**config.mk**
```make
export PLATFORM = sky130hd
export DESIGN_NAME = rv32_fetch_controller_flat
export DESIGN_NICKNAME = d
export VERILOG_FILES = /design/src/rtl/rv32_pkg.sv /design/src/rtl/rv32_fetch_controller_if.sv /design/src/rtl/rv32_next_pc_decode.sv /design/src/rtl/rv32_fetch_controller.sv /design/src/flat_wrapper.sv
export SDC_FILE = /design/constraint.sdc
export NUM_CORES = 1
export LEC_CHECK = 0
export ABC_AREA = 1
export ABC_CLOCK_PERIOD_IN_PS = 1700
export CAP_MARGIN = 15
export CORE_MARGIN = 5
export CORE_UTILIZATION = 38
export DETAILED_ROUTE_END_ITERATION = 7
export GPL_TIMING_DRIVEN = 0
export PLACE_DENSITY = 0.81
export SYNTH_ARGS = -nofsm -noshare
export SYNTH_HDL_FRONTEND = slang
export SYNTH_SLANG_ARGS = --single-unit
```
**constraint.sdc**
```tcl
create_clock -name clk -period 1.7 [get_ports clk]
set_input_delay 0.255 -clock clk [delete_from_list [all_inputs] [get_ports clk]]
set_output_delay 0.255 -clock clk [all_outputs]
set_load 0.05 [all_outputs]
```
**src/rtl/rv32_pkg.sv**
```systemverilog
// rtl/rv32_pkg.sv - shared types and constants for the RV32 fetch sequencer
package rv32_pkg;

  localparam int XLEN = 32;

  typedef enum logic [2:0] {
    S_IDLE,
    S_FETCH,
    S_WAIT,
    S_EXEC,
    S_UPDATE,
    S_HALT,
    S_TRAP
  } fetch_state_t;

  localparam logic [1:0] TRAP_NONE     = 2'd0;
  localparam logic [1:0] TRAP_MISALIGN = 2'd1;
  localparam logic [1:0] TRAP_TIMEOUT  = 2'd2;

endpackage

```
**src/rtl/rv32_fetch_controller_if.sv**
```systemverilog
// rtl/rv32_fetch_controller_if.sv - PC, instruction-memory and execute signals of the fetch sequencer
interface rv32_fetch_controller_if;
  import rv32_pkg::*;

  logic [XLEN-1:0] pc_value;
  logic [XLEN-1:0] alu_target;
  logic [XLEN-1:0] imm_offset;
  logic            imem_req;
  logic [XLEN-1:0] imem_addr;
  logic            imem_gnt;
  logic            imem_rvalid;
  logic [XLEN-1:0] imem_rdata;
  logic            instr_valid;
  logic [XLEN-1:0] instr;
  logic            exec_done;
  logic            is_jal;
  logic            is_jalr;
  logic            branch_taken;
  logic            halt_req;
  logic            pc_en;
  logic            pc_alu_sel;
  logic            pc_next_sel;
  logic            trap;
  logic [1:0]      trap_cause;
  logic            halted;
  logic [XLEN-1:0] instret;

  modport master (
    input  pc_value, alu_target, imm_offset,
    input  imem_gnt, imem_rvalid, imem_rdata,
    input  exec_done, is_jal, is_jalr, branch_taken, halt_req,
    output imem_req, imem_addr, instr_valid, instr,
    output pc_en, pc_alu_sel, pc_next_sel,
    output trap, trap_cause, halted, instret
  );

  modport slave (
    output pc_value, alu_target, imm_offset,
    output imem_gnt, imem_rvalid, imem_rdata,
    output exec_done, is_jal, is_jalr, branch_taken, halt_req,
    input  imem_req, imem_addr, instr_valid, instr,
    input  pc_en, pc_alu_sel, pc_next_sel,
    input  trap, trap_cause, halted, instret
  );

endinterface

```
**src/rtl/rv32_next_pc_decode.sv**
```systemverilog
// rtl/rv32_next_pc_decode.sv - next-PC select decode and target alignment check
import rv32_pkg::*;

module rv32_next_pc_decode (
  input  logic            i_is_jal,
  input  logic            i_is_jalr,
  input  logic            i_branch_taken,
  input  logic [XLEN-1:0] i_alu_target,
  input  logic [XLEN-1:0] i_imm_offset,
  output logic            o_pc_alu_sel,
  output logic            o_pc_next_sel,
  output logic            o_misaligned
);

  // Only the low target bits matter for the alignment decision.
  logic w_unused_bits;
  assign w_unused_bits = ^{i_alu_target[XLEN-1:2], i_alu_target[0], i_imm_offset[XLEN-1:2]};

  always_comb begin
    o_pc_alu_sel  = 1'b0;
    o_pc_next_sel = 1'b0;
    o_misaligned  = 1'b0;
    if (i_is_jalr) begin
      // JALR clears bit 0 first, so only bit 1 can leave the target misaligned.
      if (i_alu_target[1]) begin
        o_misaligned = 1'b1;
      end else begin
        o_pc_next_sel = 1'b1;
      end
    end else if (i_is_jal || i_branch_taken) begin
      if (i_imm_offset[1:0] != 2'b00) begin
        o_misaligned = 1'b1;
      end else begin
        o_pc_alu_sel = 1'b1;
      end
    end
  end

endmodule

```
**src/rtl/rv32_fetch_controller.sv**
```systemverilog
// rtl/rv32_fetch_controller.sv - fetch/execute/PC-update sequencer with misalign and timeout traps
import rv32_pkg::*;

module rv32_fetch_controller #(
  parameter int FETCH_TIMEOUT = 16
) (
  input logic                    clk,
  input logic                    reset_n,
  rv32_fetch_controller_if.master bus
);

  // Counter value in the cycle that would make it reach FETCH_TIMEOUT-1.
  localparam logic [7:0] LP_LAST = 8'(FETCH_TIMEOUT - 2);

  fetch_state_t    r_state;
  logic [7:0]      r_cnt;
  logic [XLEN-1:0] r_instr;
  logic            r_instr_valid;
  logic            r_imem_req;
  logic            r_pc_en;
  logic            r_alu_sel;
  logic            r_next_sel;
  logic            r_trap;
  logic [1:0]      r_cause;
  logic            r_halted;
  logic [XLEN-1:0] r_instret;

  logic w_alu_sel;
  logic w_next_sel;
  logic w_misaligned;

  rv32_next_pc_decode u_decode (
    .i_is_jal       (bus.is_jal),
    .i_is_jalr      (bus.is_jalr),
    .i_branch_taken (bus.branch_taken),
    .i_alu_target   (bus.alu_target),
    .i_imm_offset   (bus.imm_offset),
    .o_pc_alu_sel   (w_alu_sel),
    .o_pc_next_sel  (w_next_sel),
    .o_misaligned   (w_misaligned)
  );

  always_ff @(posedge clk) begin
    if (!reset_n) begin
      r_state       <= S_IDLE;
      r_cnt         <= '0;
      r_instr       <= '0;
      r_instr_valid <= 1'b0;
      r_imem_req    <= 1'b0;
      r_pc_en       <= 1'b0;
      r_alu_sel     <= 1'b0;
      r_next_sel    <= 1'b0;
      r_trap        <= 1'b0;
      r_cause       <= TRAP_NONE;
      r_halted      <= 1'b0;
      r_instret     <= '0;
    end else begin
      // Pulse-style outputs default low; each state re-asserts what it owns.
      r_imem_req    <= 1'b0;
      r_instr_valid <= 1'b0;
      r_pc_en       <= 1'b0;
      r_alu_sel     <= 1'b0;
      r_next_sel    <= 1'b0;
      case (r_state)
        S_IDLE: begin
          r_state    <= S_FETCH;
          r_imem_req <= 1'b1;
        end
        S_FETCH: begin
          if (bus.imem_gnt && bus.imem_rvalid) begin
            r_instr       <= bus.imem_rdata;
            r_instr_valid <= 1'b1;
            r_state       <= S_EXEC;
          end else if (bus.imem_gnt) begin
            r_cnt   <= '0;
            r_state <= S_WAIT;
          end else begin
            r_imem_req <= 1'b1;
          end
        end
        S_WAIT: begin
          if (bus.imem_rvalid) begin
            r_instr       <= bus.imem_rdata;
            r_instr_valid <= 1'b1;
            r_state       <= S_EXEC;
          end else if (r_cnt == LP_LAST) begin
            r_trap  <= 1'b1;
            r_cause <= TRAP_TIMEOUT;
            r_state <= S_TRAP;
          end else begin
            r_cnt <= r_cnt + 8'd1;
          end
        end
        S_EXEC: begin
          if (!bus.exec_done) begin
            r_instr_valid <= 1'b1;
          end else if (bus.halt_req) begin
            r_halted <= 1'b1;
            r_state  <= S_HALT;
          end else if (w_misaligned) begin
            r_trap  <= 1'b1;
            r_cause <= TRAP_MISALIGN;
            r_state <= S_TRAP;
          end else begin
            r_pc_en    <= 1'b1;
            r_alu_sel  <= w_alu_sel;
            r_next_sel <= w_next_sel;
            r_state    <= S_UPDATE;
          end
        end
        S_UPDATE: begin
          r_instret  <= r_instret + 1'b1;
          r_imem_req <= 1'b1;
          r_state    <= S_FETCH;
        end
        S_HALT, S_TRAP: begin
        end
        default: begin
          r_state <= S_IDLE;
        end
      endcase
    end
  end

  assign bus.imem_req    = r_imem_req;
  assign bus.imem_addr   = r_imem_req ? bus.pc_value : '0;
  assign bus.instr_valid = r_instr_valid;
  assign bus.instr       = r_instr;
  assign bus.pc_en       = r_pc_en;
  assign bus.pc_alu_sel  = r_alu_sel;
  assign bus.pc_next_sel = r_next_sel;
  assign bus.trap        = r_trap;
  assign bus.trap_cause  = r_cause;
  assign bus.halted      = r_halted;
  assign bus.instret     = r_instret;

endmodule

```
**src/flat_wrapper.sv**
```systemverilog
// flat-port wrapper written by rule: the top's interface ports become plain ports
module rv32_fetch_controller_flat 
#(
  parameter int FETCH_TIMEOUT = 16
)
  (clk, reset_n, bus_pc_value, bus_alu_target, bus_imm_offset, bus_imem_gnt, bus_imem_rvalid, bus_imem_rdata, bus_exec_done, bus_is_jal, bus_is_jalr, bus_branch_taken, bus_halt_req, bus_imem_req, bus_imem_addr, bus_instr_valid, bus_instr, bus_pc_en, bus_pc_alu_sel, bus_pc_next_sel, bus_trap, bus_trap_cause, bus_halted, bus_instret);
  rv32_fetch_controller_if bus_i ();
  input logic clk;
  input logic reset_n;
  input wire logic [$bits(bus_i.pc_value)-1:0] bus_pc_value;
  input wire logic [$bits(bus_i.alu_target)-1:0] bus_alu_target;
  input wire logic [$bits(bus_i.imm_offset)-1:0] bus_imm_offset;
  input wire logic [$bits(bus_i.imem_gnt)-1:0] bus_imem_gnt;
  input wire logic [$bits(bus_i.imem_rvalid)-1:0] bus_imem_rvalid;
  input wire logic [$bits(bus_i.imem_rdata)-1:0] bus_imem_rdata;
  input wire logic [$bits(bus_i.exec_done)-1:0] bus_exec_done;
  input wire logic [$bits(bus_i.is_jal)-1:0] bus_is_jal;
  input wire logic [$bits(bus_i.is_jalr)-1:0] bus_is_jalr;
  input wire logic [$bits(bus_i.branch_taken)-1:0] bus_branch_taken;
  input wire logic [$bits(bus_i.halt_req)-1:0] bus_halt_req;
  output wire logic [$bits(bus_i.imem_req)-1:0] bus_imem_req;
  output wire logic [$bits(bus_i.imem_addr)-1:0] bus_imem_addr;
  output wire logic [$bits(bus_i.instr_valid)-1:0] bus_instr_valid;
  output wire logic [$bits(bus_i.instr)-1:0] bus_instr;
  output wire logic [$bits(bus_i.pc_en)-1:0] bus_pc_en;
  output wire logic [$bits(bus_i.pc_alu_sel)-1:0] bus_pc_alu_sel;
  output wire logic [$bits(bus_i.pc_next_sel)-1:0] bus_pc_next_sel;
  output wire logic [$bits(bus_i.trap)-1:0] bus_trap;
  output wire logic [$bits(bus_i.trap_cause)-1:0] bus_trap_cause;
  output wire logic [$bits(bus_i.halted)-1:0] bus_halted;
  output wire logic [$bits(bus_i.instret)-1:0] bus_instret;
  assign bus_i.pc_value = bus_pc_value;
  assign bus_i.alu_target = bus_alu_target;
  assign bus_i.imm_offset = bus_imm_offset;
  assign bus_i.imem_gnt = bus_imem_gnt;
  assign bus_i.imem_rvalid = bus_imem_rvalid;
  assign bus_i.imem_rdata = bus_imem_rdata;
  assign bus_i.exec_done = bus_exec_done;
  assign bus_i.is_jal = bus_is_jal;
  assign bus_i.is_jalr = bus_is_jalr;
  assign bus_i.branch_taken = bus_branch_taken;
  assign bus_i.halt_req = bus_halt_req;
  assign bus_imem_req = bus_i.imem_req;
  assign bus_imem_addr = bus_i.imem_addr;
  assign bus_instr_valid = bus_i.instr_valid;
  assign bus_instr = bus_i.instr;
  assign bus_pc_en = bus_i.pc_en;
  assign bus_pc_alu_sel = bus_i.pc_alu_sel;
  assign bus_pc_next_sel = bus_i.pc_next_sel;
  assign bus_trap = bus_i.trap;
  assign bus_trap_cause = bus_i.trap_cause;
  assign bus_halted = bus_i.halted;
  assign bus_instret = bus_i.instret;
  rv32_fetch_controller #(.FETCH_TIMEOUT(FETCH_TIMEOUT)) u_core (.clk(clk), .reset_n(reset_n), .bus(bus_i));
endmodule
```
==> results.ini, run 1 <==
[sta]
maxSlewViolCount=0
setup_viol=0
rsz0062_at_grt=yes
maxSlewHeadroom_pct=61.5
tns_ns=0
skew_ns=0.00943
fin_crit_sh_pct=95.9
timing.final.ws_setup_ns=0.0696
fmax_mhz=613
hold_viol=0
min_period_ns=1.63
worstMarginPinSlew_ns=0.579

[logic_synthesis]
syn_inst=634
yosysUniqueCellTypes=28
async_reset_ff_share_pct=0
synth_edf_count=0
syn_area_per_cell_sq_um=6.52
yosysWarningCount=0
synth_seq_cells=84
netlist_area_sq_um=4130
synth-main-ff-cell=dfxtp_1
syn-num-nets=774
ys_seq_area_share_pct=40.7

[setup_path]
r2r-start=u_core.r_state[1]
critPathBufInv=1
path_delay_family=buffers and inverters
cp-start-kind=flip-flop
critPathKind=flip-flop to output port
worstPathArrival_ns=1.38
cp_cell_sequence=dlygate4sd2_1
crit_required_ns=1.44
crit_path_end_kind=output port
path_max_fanout=6
max_stage_delay_ns=0.57
cpMaxStageDelayCell=dlygate4sd2_1
worstSetupStartpoint=u_core.bus.instret[12]

[power]
power_density_nw_per_um2=1230
power_leakage_nw=3.13
ir_worst_vdd_mv=0.828

[placed_design]
hpwlAfterDp_um=9770
io_buffers=180
dp_slack_ns=-0.487
gp_congestion=0.923
placed_cell_area_sq_um=6120

[layout]
design_area_sq_um=6130
area_delta_synth_final_pct=48.3
final_cell_mix=nor2_1, nand2_1, inv_1, dfxtp_1, clkdlybuf4s50_1
final_layout_size_suffix_gt1_share_pct=11.5
seqCellArea_sq_um=1690
multi_input_area_sq_um=2070
final_nets=965
nFillCells=1101
n_antenna_cell=0
layout_commonest_cell=nor2_1

[status]
status=complete, no violations

[drt]
firstDrtPassIters=4
ant_nets=0
drc=0
via_per_inst=4.79
routed_wl_um=12200
drt_iter0_drc=200
avgRoutedWirePerCell_um=12.6
vias=4635

[flow_run]
cap_viol_max_count=0

[die]
ios=242
dieArea_sq_um=13100
rows=38
core_sq_um=10700
die_w_um=114
start_util_pct=38.5
chipHeight_um=114

[grt]
grt_overflow=0
grt_pass1_vias=4435
grt_pass1_wl_um=20000
busiest_layer=met2
use_met2_pct=32.3
use_met1_pct=20.6
antenna_found_initial=0
grt_util_all_layers_pct=18.6
grt_start_max_net_pins=14
met3_usage_pct=9.30

[min_path]
hp-start=u_core.bus.trap
hold_path_class=flip-flop to flip-flop

[clock_network]
cts_tree=built
cts_made_buffers=9
cts_sinks=84
clk_latency_ns=0.34
hold_buffers=0
post-cts-setup-buffers=0
cts-root-buf=clkbuf_8
ctsLongestPathBuffers=2
h-tree-depth=3
clk_pin_slew_ns=0.09

power breakdown:
group	leakage (nW)	total, W	internal (W)	switching [W]
logic	2.33	0.00349	0.000926	0.00256
registers	0.684	0.00250	0.00228	0.000224
clock network	0.109	0.00155	0.000855	0.000690
per-stage QoR:
step	utilization, %	hold WS (ns)	std cells	power [W]
global placement	56.9	0.442	954	0.00632
floorplan	-	0.334	634	0.00503
global route	57.1	0.466	968	0.00801
CTS	56.8	0.455	968	0.00760
finish	57.1	0.456	968	0.00754
detailed placement	56.9	0.445	954	0.00635
path summary, 6_finish.rpt:
check	cells past startpoint	to	slack, ns
setup reg to reg	8	u_core.bus.instret[26]	0.09
setup / recovery	1	bus_instret[12]	0.07
hold reg to reg	2	u_core.bus.trap	0.46
hold / removal	2	u_core.bus.trap	0.46
cell usage after synthesis (2+ instances only):
cell type | count | area (sq um)
inv_2 | 8 | 30.0
dfxtp_1 | 84 | 1680
clkinv_1 | 4 | 15.0
nand4_1 | 17 | 106
nor2_2 | 6 | 37.5
nor2_4 | 6 | 67.6
nand2_2 | 3 | 18.8
o21ai_1 | 2 | 10.0
a21oi_1 | 26 | 130
nand3_2 | 6 | 60.1
inv_1 | 77 | 289
o21a_1 | 2 | 15.0
nor3_1 | 9 | 45.0
nand2_1 | 134 | 503
ha_1 | 3 | 37.5
nor3b_1 | 2 | 15.0
clkbuf_1 | 12 | 45.0
buf_2 | 6 | 30.0
xor2_1 | 5 | 43.8
nand3_1 | 37 | 185
o21ai_0 | 43 | 215
nand3b_1 | 2 | 15.0
nor2_1 | 135 | 507
cells by family after synthesis:
group                      share of synthesized area, %
DFF                                                40.7
AOI/OAI and AO/OA                                  9.11
adders and majority gates                         0.908
xor gates and xnor gates                           1.06
buffers and inverters                              9.90
and+or+nand+nor                                    38.3
sequential cells by signal, indices dropped and copies added, names as in the netlist:
register                flops
u_core.bus.halted           1
u_core.r_cnt                8
u_core.bus.imem_req         1
u_core.r_state              3
u_core.bus.pc_next_sel      1
u_core.bus.pc_en            1
u_core.bus.trap_cause       2
u_core.bus.instr_valid      1
u_core.bus.pc_alu_sel       1
u_core.bus.instret         32
u_core.bus.trap             1
u_core.bus.instr           32
routing by layer:
layer  up-vias  routed length (um)
met5         -                   0
met4         0                  98
met3         8                1550
met2       191                5580
met1      2061                4980
li1       2375                   -
final cells by class:
class,instances,share of cell area (%)
Inverter,89,5.45
Buffer,18,1.41
Timing Repair Buffer,180,25.6
Multi-Input combinational cell,443,33.7
Sequential cell,84,27.6
Tap cell,140,2.86
Clock inverter,4,1.20
Clock buffer,10,2.24
timing repair:
| action | 4_1_cts | 5_1_grt |
|---|---|---|
| pin swaps | 0 | 1 |
| gates resized for setup | 235 | 14 |
| endpoints found under the setup margin | 115 | 68 |
(Power assumes the default switching activity.)
==> run 2: changes to the inputs <==
--- a/config.mk
+++ b/config.mk
@@ -13,6 +13,7 @@
 export DETAILED_ROUTE_END_ITERATION = 7
 export GPL_TIMING_DRIVEN = 0
 export PLACE_DENSITY = 0.81
+export SLEW_MARGIN = 20
 export SYNTH_ARGS = -nofsm -noshare
 export SYNTH_HDL_FRONTEND = slang
 export SYNTH_SLANG_ARGS = --single-unit
==> results of run 2 <==
No change in the layout: final DEF, timing and power equal those of run 1.
